File: src/rtl/regfile.sv
// Register file: 2**ADDR_W entries of WIDTH bits, one synchronous write port,
// two combinational read ports, entry 0 hardwired to zero, optional write-through.

module regfile_cell #(
  parameter int WIDTH = 32
) (
  input  logic             clk,
  input  logic             reset_n,
  input  logic             en,
  input  logic [WIDTH-1:0] d,
  output logic [WIDTH-1:0] q
);

  logic [WIDTH-1:0] q_r;

  // Storage for one entry; reset takes priority over the write enable.
  always_ff @(posedge clk) begin
    if (!reset_n) begin
      q_r <= '0;
    end else if (en) begin
      q_r <= d;
    end else begin
      q_r <= q_r;
    end
  end

  assign q = q_r;

endmodule

module regfile_zero #(
  parameter int WIDTH = 32
) (
  output logic [WIDTH-1:0] q
);

  assign q = '0;

endmodule

module regfile #(
  parameter int WIDTH  = 32,
  parameter int ADDR_W = 5,
  parameter bit BYPASS = 1'b0
) (
  input  logic              clk,
  input  logic              reset_n,
  input  logic              RegWrite,
  input  logic [ADDR_W-1:0] WriteRegister,
  input  logic [WIDTH-1:0]  WriteData,
  input  logic [ADDR_W-1:0] ReadRegister1,
  input  logic [ADDR_W-1:0] ReadRegister2,
  output logic [WIDTH-1:0]  ReadData1,
  output logic [WIDTH-1:0]  ReadData2
);

  localparam int DEPTH = 2 ** ADDR_W;

  logic [DEPTH-1:1] we_s;
  logic [WIDTH-1:0] entry_s [DEPTH];
  logic             hit1_s;
  logic             hit2_s;
  logic [WIDTH-1:0] rd1_s;
  logic [WIDTH-1:0] rd2_s;

  // One-hot write decoder; entry 0 has no enable at all.
  always_comb begin
    we_s = '0;
    for (int i = 1; i < DEPTH; i++) begin
      if (RegWrite && (WriteRegister == ADDR_W'(i))) begin
        we_s[i] = 1'b1;
      end else begin
        we_s[i] = 1'b0;
      end
    end
  end

  genvar g;
  generate
    for (g = 0; g < DEPTH; g++) begin : g_entry
      if (g == 0) begin : g_zero
        regfile_zero #(.WIDTH(WIDTH)) u_zero (
          .q (entry_s[g])
        );
      end else begin : g_reg
        regfile_cell #(.WIDTH(WIDTH)) u_cell (
          .clk     (clk),
          .reset_n (reset_n),
          .en      (we_s[g]),
          .d       (WriteData),
          .q       (entry_s[g])
        );
      end
    end
  endgenerate

  // Forwarding only applies to a write that will actually land this edge.
  assign hit1_s = BYPASS && reset_n && RegWrite &&
                  (ReadRegister1 == WriteRegister) && (ReadRegister1 != '0);
  assign hit2_s = BYPASS && reset_n && RegWrite &&
                  (ReadRegister2 == WriteRegister) && (ReadRegister2 != '0);

  // Read port 1 mux with optional write-through.
  always_comb begin
    rd1_s = '0;
    if (hit1_s) begin
      rd1_s = WriteData;
    end else begin
      rd1_s = entry_s[ReadRegister1];
    end
  end

  // Read port 2 mux with optional write-through.
  always_comb begin
    rd2_s = '0;
    if (hit2_s) begin
      rd2_s = WriteData;
    end else begin
      rd2_s = entry_s[ReadRegister2];
    end
  end

  assign ReadData1 = rd1_s;
  assign ReadData2 = rd2_s;

endmodule

File: config.mk
export PLATFORM = sky130hd
export DESIGN_NAME = regfile
export DESIGN_NICKNAME = d
export VERILOG_FILES = /design/src/rtl/regfile.sv
export SDC_FILE = /design/constraint.sdc
export NUM_CORES = 2
export LEC_CHECK = 0
export ABC_CLOCK_PERIOD_IN_PS = 5500
export CAP_MARGIN = 0
export CELL_PAD_IN_SITES_DETAIL_PLACEMENT = 0
export CELL_PAD_IN_SITES_GLOBAL_PLACEMENT = 2
export CORE_AREA = 2 2 390 353
export CTS_CLUSTER_SIZE = 40
export DETAILED_ROUTE_END_ITERATION = 8
export DIE_AREA = 0 0 392 355
export GPL_ROUTABILITY_DRIVEN = 0
export PLACE_DENSITY_LB_ADDON = 0.1
export SLEW_MARGIN = 20
export SYNTH_ARGS = -nofsm -noshare
export SYNTH_HDL_FRONTEND = slang
export SYNTH_SLANG_ARGS = --single-unit
File: constraint.sdc
create_clock -name clk -period 5.5 [get_ports clk]
set_clock_uncertainty 0.15 [all_clocks]
set_input_delay 1.1 -clock clk [delete_from_list [all_inputs] [get_ports clk]]
set_output_delay 1.1 -clock clk [all_outputs]
set_load 0.1 [all_outputs]
; Word level (Yosys, flattened, before mapping)
; Index checks and enable logic that the tools add are counted.
[classes]
n_lt_le_gt_ge = 2
eq_ne = 31
muxes = 37
n_bitwise = 2
n_reduce_logical = 31
[ops]
columns = operator, n
row1 = binary-select mux 32 bit (select 5 bit), 2
row2 = two-way mux 32 bit, 4
row3 = == test 5 bit (second input constant), 16
row4 = == test 5 x 4 -> 1 bit (second input constant), 8
row5 = logical AND 1 bit, 31
row6 = two-way mux 1 bit, 31
row7 = == test 5 x 3 -> 1 bit (second input constant), 4
row8 = >= comparator 6 bit (second input constant), 2
row9 = NOT 5 -> 6 bit, 2
row10 = == test 5 x 2 -> 1 bit (second input constant), 2
row11 = == test 5 x 1 -> 1 bit (second input constant), 1
[totals]
reg_bits = 992
input_bits = 50
output_inout_bits = 64
elab_cells = 134

; Longest topological paths before layout
[depth]
word_depth = 4
depth_mapped = 9
mapped_depth_nobuf = 5

; Cells and area by module
; Synthesis repeated with hierarchy kept, for this count alone.
[hier_totals]
hier_cells = 5592
area_unflattened_um2 = 56809.5
[by_module_without_submodules]
columns = mod, n_inst, cells_per_inst, area_per_inst_um2, seq_area_each_um2
row1 = regfile_cell, 31, 103, 1243.7, 640.6
row2 = regfile, 1, 2366, 18011.0, 0.0
row3 = regfile_zero, 1, 33, 244.0, 0.0

; Least setup slack after synthesis
; Ideal clock, no wire load.
[synth_timing]
kind = in2out
startpoint = in ReadRegister2[1]
endpoint = out ReadData2[10]
arrival_time_ps = 3131
required_ps = 4250
slack_ps = 1119
path_stages = 7
n_path_buf = 2
path_cell_list = buf_2 clkbuf_1 mux2_2 a221oi_1 nor3_1 a31oi_1 nand3_1
[synth_via]
elab_chain_len = 4
[synth_rtl]
columns = element, line_no
row1 = "start, declared", 52  ; input logic [ADDR_W-1:0] ReadRegister2,
row2 = NOT 5 -> 6 bit (not written as such), 119  ; rd2_s = entry_s[ReadRegister2];
row3 = binary-select mux 32 bit (select 5 bit), 119
row4 = two-way mux 32 bit (not written as such) (2 in a row), 119
row5 = "end, declared", 54  ; output logic [WIDTH-1:0] ReadData2
; Every way passes these cells. The select of a mux whose other input is x is not followed.

; Worst setup path in the final report
[layout_timing]
startpoint = in ReadRegister1[4]
endpoint = out ReadData1[21]
[layout_via]
elab_chain_len = 4
[layout_rtl]
columns = element, line_no
row1 = "start, declared", 51  ; input logic [ADDR_W-1:0] ReadRegister1,
row2 = NOT 5 -> 6 bit (not written as such), 109  ; rd1_s = entry_s[ReadRegister1];
row3 = binary-select mux 32 bit (select 5 bit), 109
row4 = two-way mux 32 bit (not written as such) (2 in a row), 109
row5 = "end, declared", 53  ; output logic [WIDTH-1:0] ReadData1,
; Every way passes these cells. The select of a mux whose other input is x is not followed.

==> run summary <==
CTS tree: yes
CP Data Arrival Time: 3.99 ns
Yosys reg bits: 992
row cnt: 128
Longest Clk Path Bufs: 3
clock share of power: 46.0%
WL/cell: 27.3 µm
DRC Markers: 0
Post-Layout Cell Count: 8331
PwrDens: 292 nW/µm²
synth unique cells: 37
switching pwr: 5.06 mW
share of cells above drive strength 1: 11.2%
hold buffer count at CTS: 0
Avg Inst Size Synth: 8.18 µm²
max incr delay on CP: 0.68 ns
final setup TNS: 0 ns
crit path max-delay cell type: a31oi_1
Cells after Synth: 6580
critical path endpoint category: primary output
ANT nets after route: 0
Initial Util: 39.9%
DP Worst Slack: 0.433 ns
PostCTS Resize Cnt: 0
commonest non-fill, non-tap cell in the layout: nand2_1
syn nets: 6630
sequential area share after synthesis: 36.9%
clock-pin slew on the worst setup and hold paths: 0.06 ns
ys flop type: dfxtp_1
Final nets: 6463
final hold violation count: 0
first-pass GRT wire length: 329000 µm
commonest cells after routing, fill and taps aside: nand2_1 (2119), dfxtp_1 (992), mux2i_1 (768)
DIE WIDTH: 392 µm
post-layout util: 45.9%
Synth Cell Area: 53800 µm²
CP most frequent cell: buf_12
antenna cells: 0
DP Cell Count: 8111
DR vias/cell: 5.78
number of synthesized flops with an enable pin: 0
IO Port Bufs: 113
Pre-antenna DRT Iters: 8
Seq pwr share: 40.3%
Comb pwr share: 13.6%
Worst-Margin Slew: 1.01 ns
critical-path cell list: clkdlybuf4s50_1 > or2_2 > buf_12 > nor3_1 > a31oi_1 > nand3_1 > buf_12
H-tree Lvls: 3
Core Area: 135000 µm²
Post-synth ARST share: 0%
clock sinks: 992
Final Cycle Share: 95.3%
unrepaired setup endpoints after global routing: no
Sw Share: 28.0%
clk_lat worst skew: 0.73 ns
register area: 19900 µm²
Top Ports: 114
WL final: 227000 µm
Max Cap Violations: 0
GRT overflow: 0
Pint: 13.0 mW
postcts setup bufs: 0
Starting DRT DRC Count: 4805
max reg flops: 992
dpl hpwl: 134000 µm
Tot GR Track Use: 31.9%
CP Max Fanout: 18
CP required: 4.25 ns
min cycle time layout: 5.24 ns
detailed-route via count: 48145
VDD IR max: 0.268 mV
Pwr Total: 18.0 mW
vias in the first global route: 45811
Die ar.: 139000 µm²
status: complete, no violations
Die Ht: 355 µm
CP Launch Type: input pin
final setup fails: 0
largest net degree at the start of global routing: 150
synth warn: 0
Worst slew margin: 32.5%
final count of pins violating max slew: 0
achievable frequency: 0.191 GHz
multi-input logic area: 31400 µm²
critical path type: in2out
Worst Slack Setup Final: 0.259 ns
number of buffers created by CTS: 120
clk root buf: clkbuf_16
initial antenna violation count: 2
FILL cells: 13256
synth-to-layout area growth: 14.9%
leak pwr: 22.0 nW
worst hold path class: reg2reg
power by group through the flow:
stage          logic [mW]  clock network, mW  registers, mW
4_1_cts              2.43               8.42           7.28
3_3_place_gp         2.43                  0           7.43
3_5_place_dp         2.43                  0           7.44
6_report             2.46               8.31           7.28
5_1_grt              2.53               8.70           7.28
2_1_floorplan        1.45                  0           7.42
per-layer routing:
layer / track usage (%) / routed length (µm)
met5: 0 / 0
met4: 8.12 / 5570
met3: 5.27 / 17100
met2: 49.2 / 100000
met1: 46.0 / 104000
cell families after synthesis:
logic type	Yosys count	synth area share, %
flops	992	36.9
mux	896	18.3
compound gates	1504	20.4
simple gates	2536	19.2
buf+inv	652	5.24
critical path: cells and delay by family:
kind | cells | cell delay [ns]
simple gates | 3 | 1.03
compound gates | 1 | 0.68
buf+inv | 3 | 1.14
synth_stat cells, types with 20 or more instances:
master / n / area, µm²
a21boi_0: 723 / 5430
a21boi_1: 269 / 2020
a21oi_1: 128 / 641
a221oi_1: 64 / 561
a22oi_1: 256 / 1920
a31oi_1: 64 / 400
buf_2: 206 / 1030
buf_4: 20 / 150
clkbuf_1: 414 / 1550
dfxtp_1: 992 / 19900
mux2_2: 64 / 721
mux2i_1: 768 / 7690
mux4_2: 64 / 1440
nand2_1: 2145 / 8050
nand3_1: 192 / 961
nor2b_1: 73 / 457
nor3_1: 64 / 320
final cells by class:
class	instances	share of cell area, %
sequential	992	32.1
clock inverter	31	0.556
multi-input combinational	4936	50.8
clock buffer	189	6.05
tap	1820	3.68
timing repair buffer	363	6.76
worst paths after layout:
path / startpoint / end / slack, ns / cells after the start
setup / recovery: ReadRegister1[4] / ReadData1[21] / 0.26 / 7
hold / removal: g_entry[7].g_reg.u_cell.q[22] / g_entry[7].g_reg.u_cell.q[22] / 0.31 / 2
setup reg to reg: g_entry[30].g_reg.u_cell.q[17] / g_entry[30].g_reg.u_cell.q[17] / 4.61 / 2
hold reg to reg: g_entry[7].g_reg.u_cell.q[22] / g_entry[7].g_reg.u_cell.q[22] / 0.31 / 2
metrics by stage:
stage | hold WS [ns] | instance area, µm²
after global routing | 0.331 | 61800
after detailed placement | 0.307 | 57800
after floorplan | 0.291 | 53800
final | 0.314 | 61800
after global placement | 0.299 | 57700
after CTS | 0.315 | 61800
Note: power is estimated with default switching activity, not from simulation.
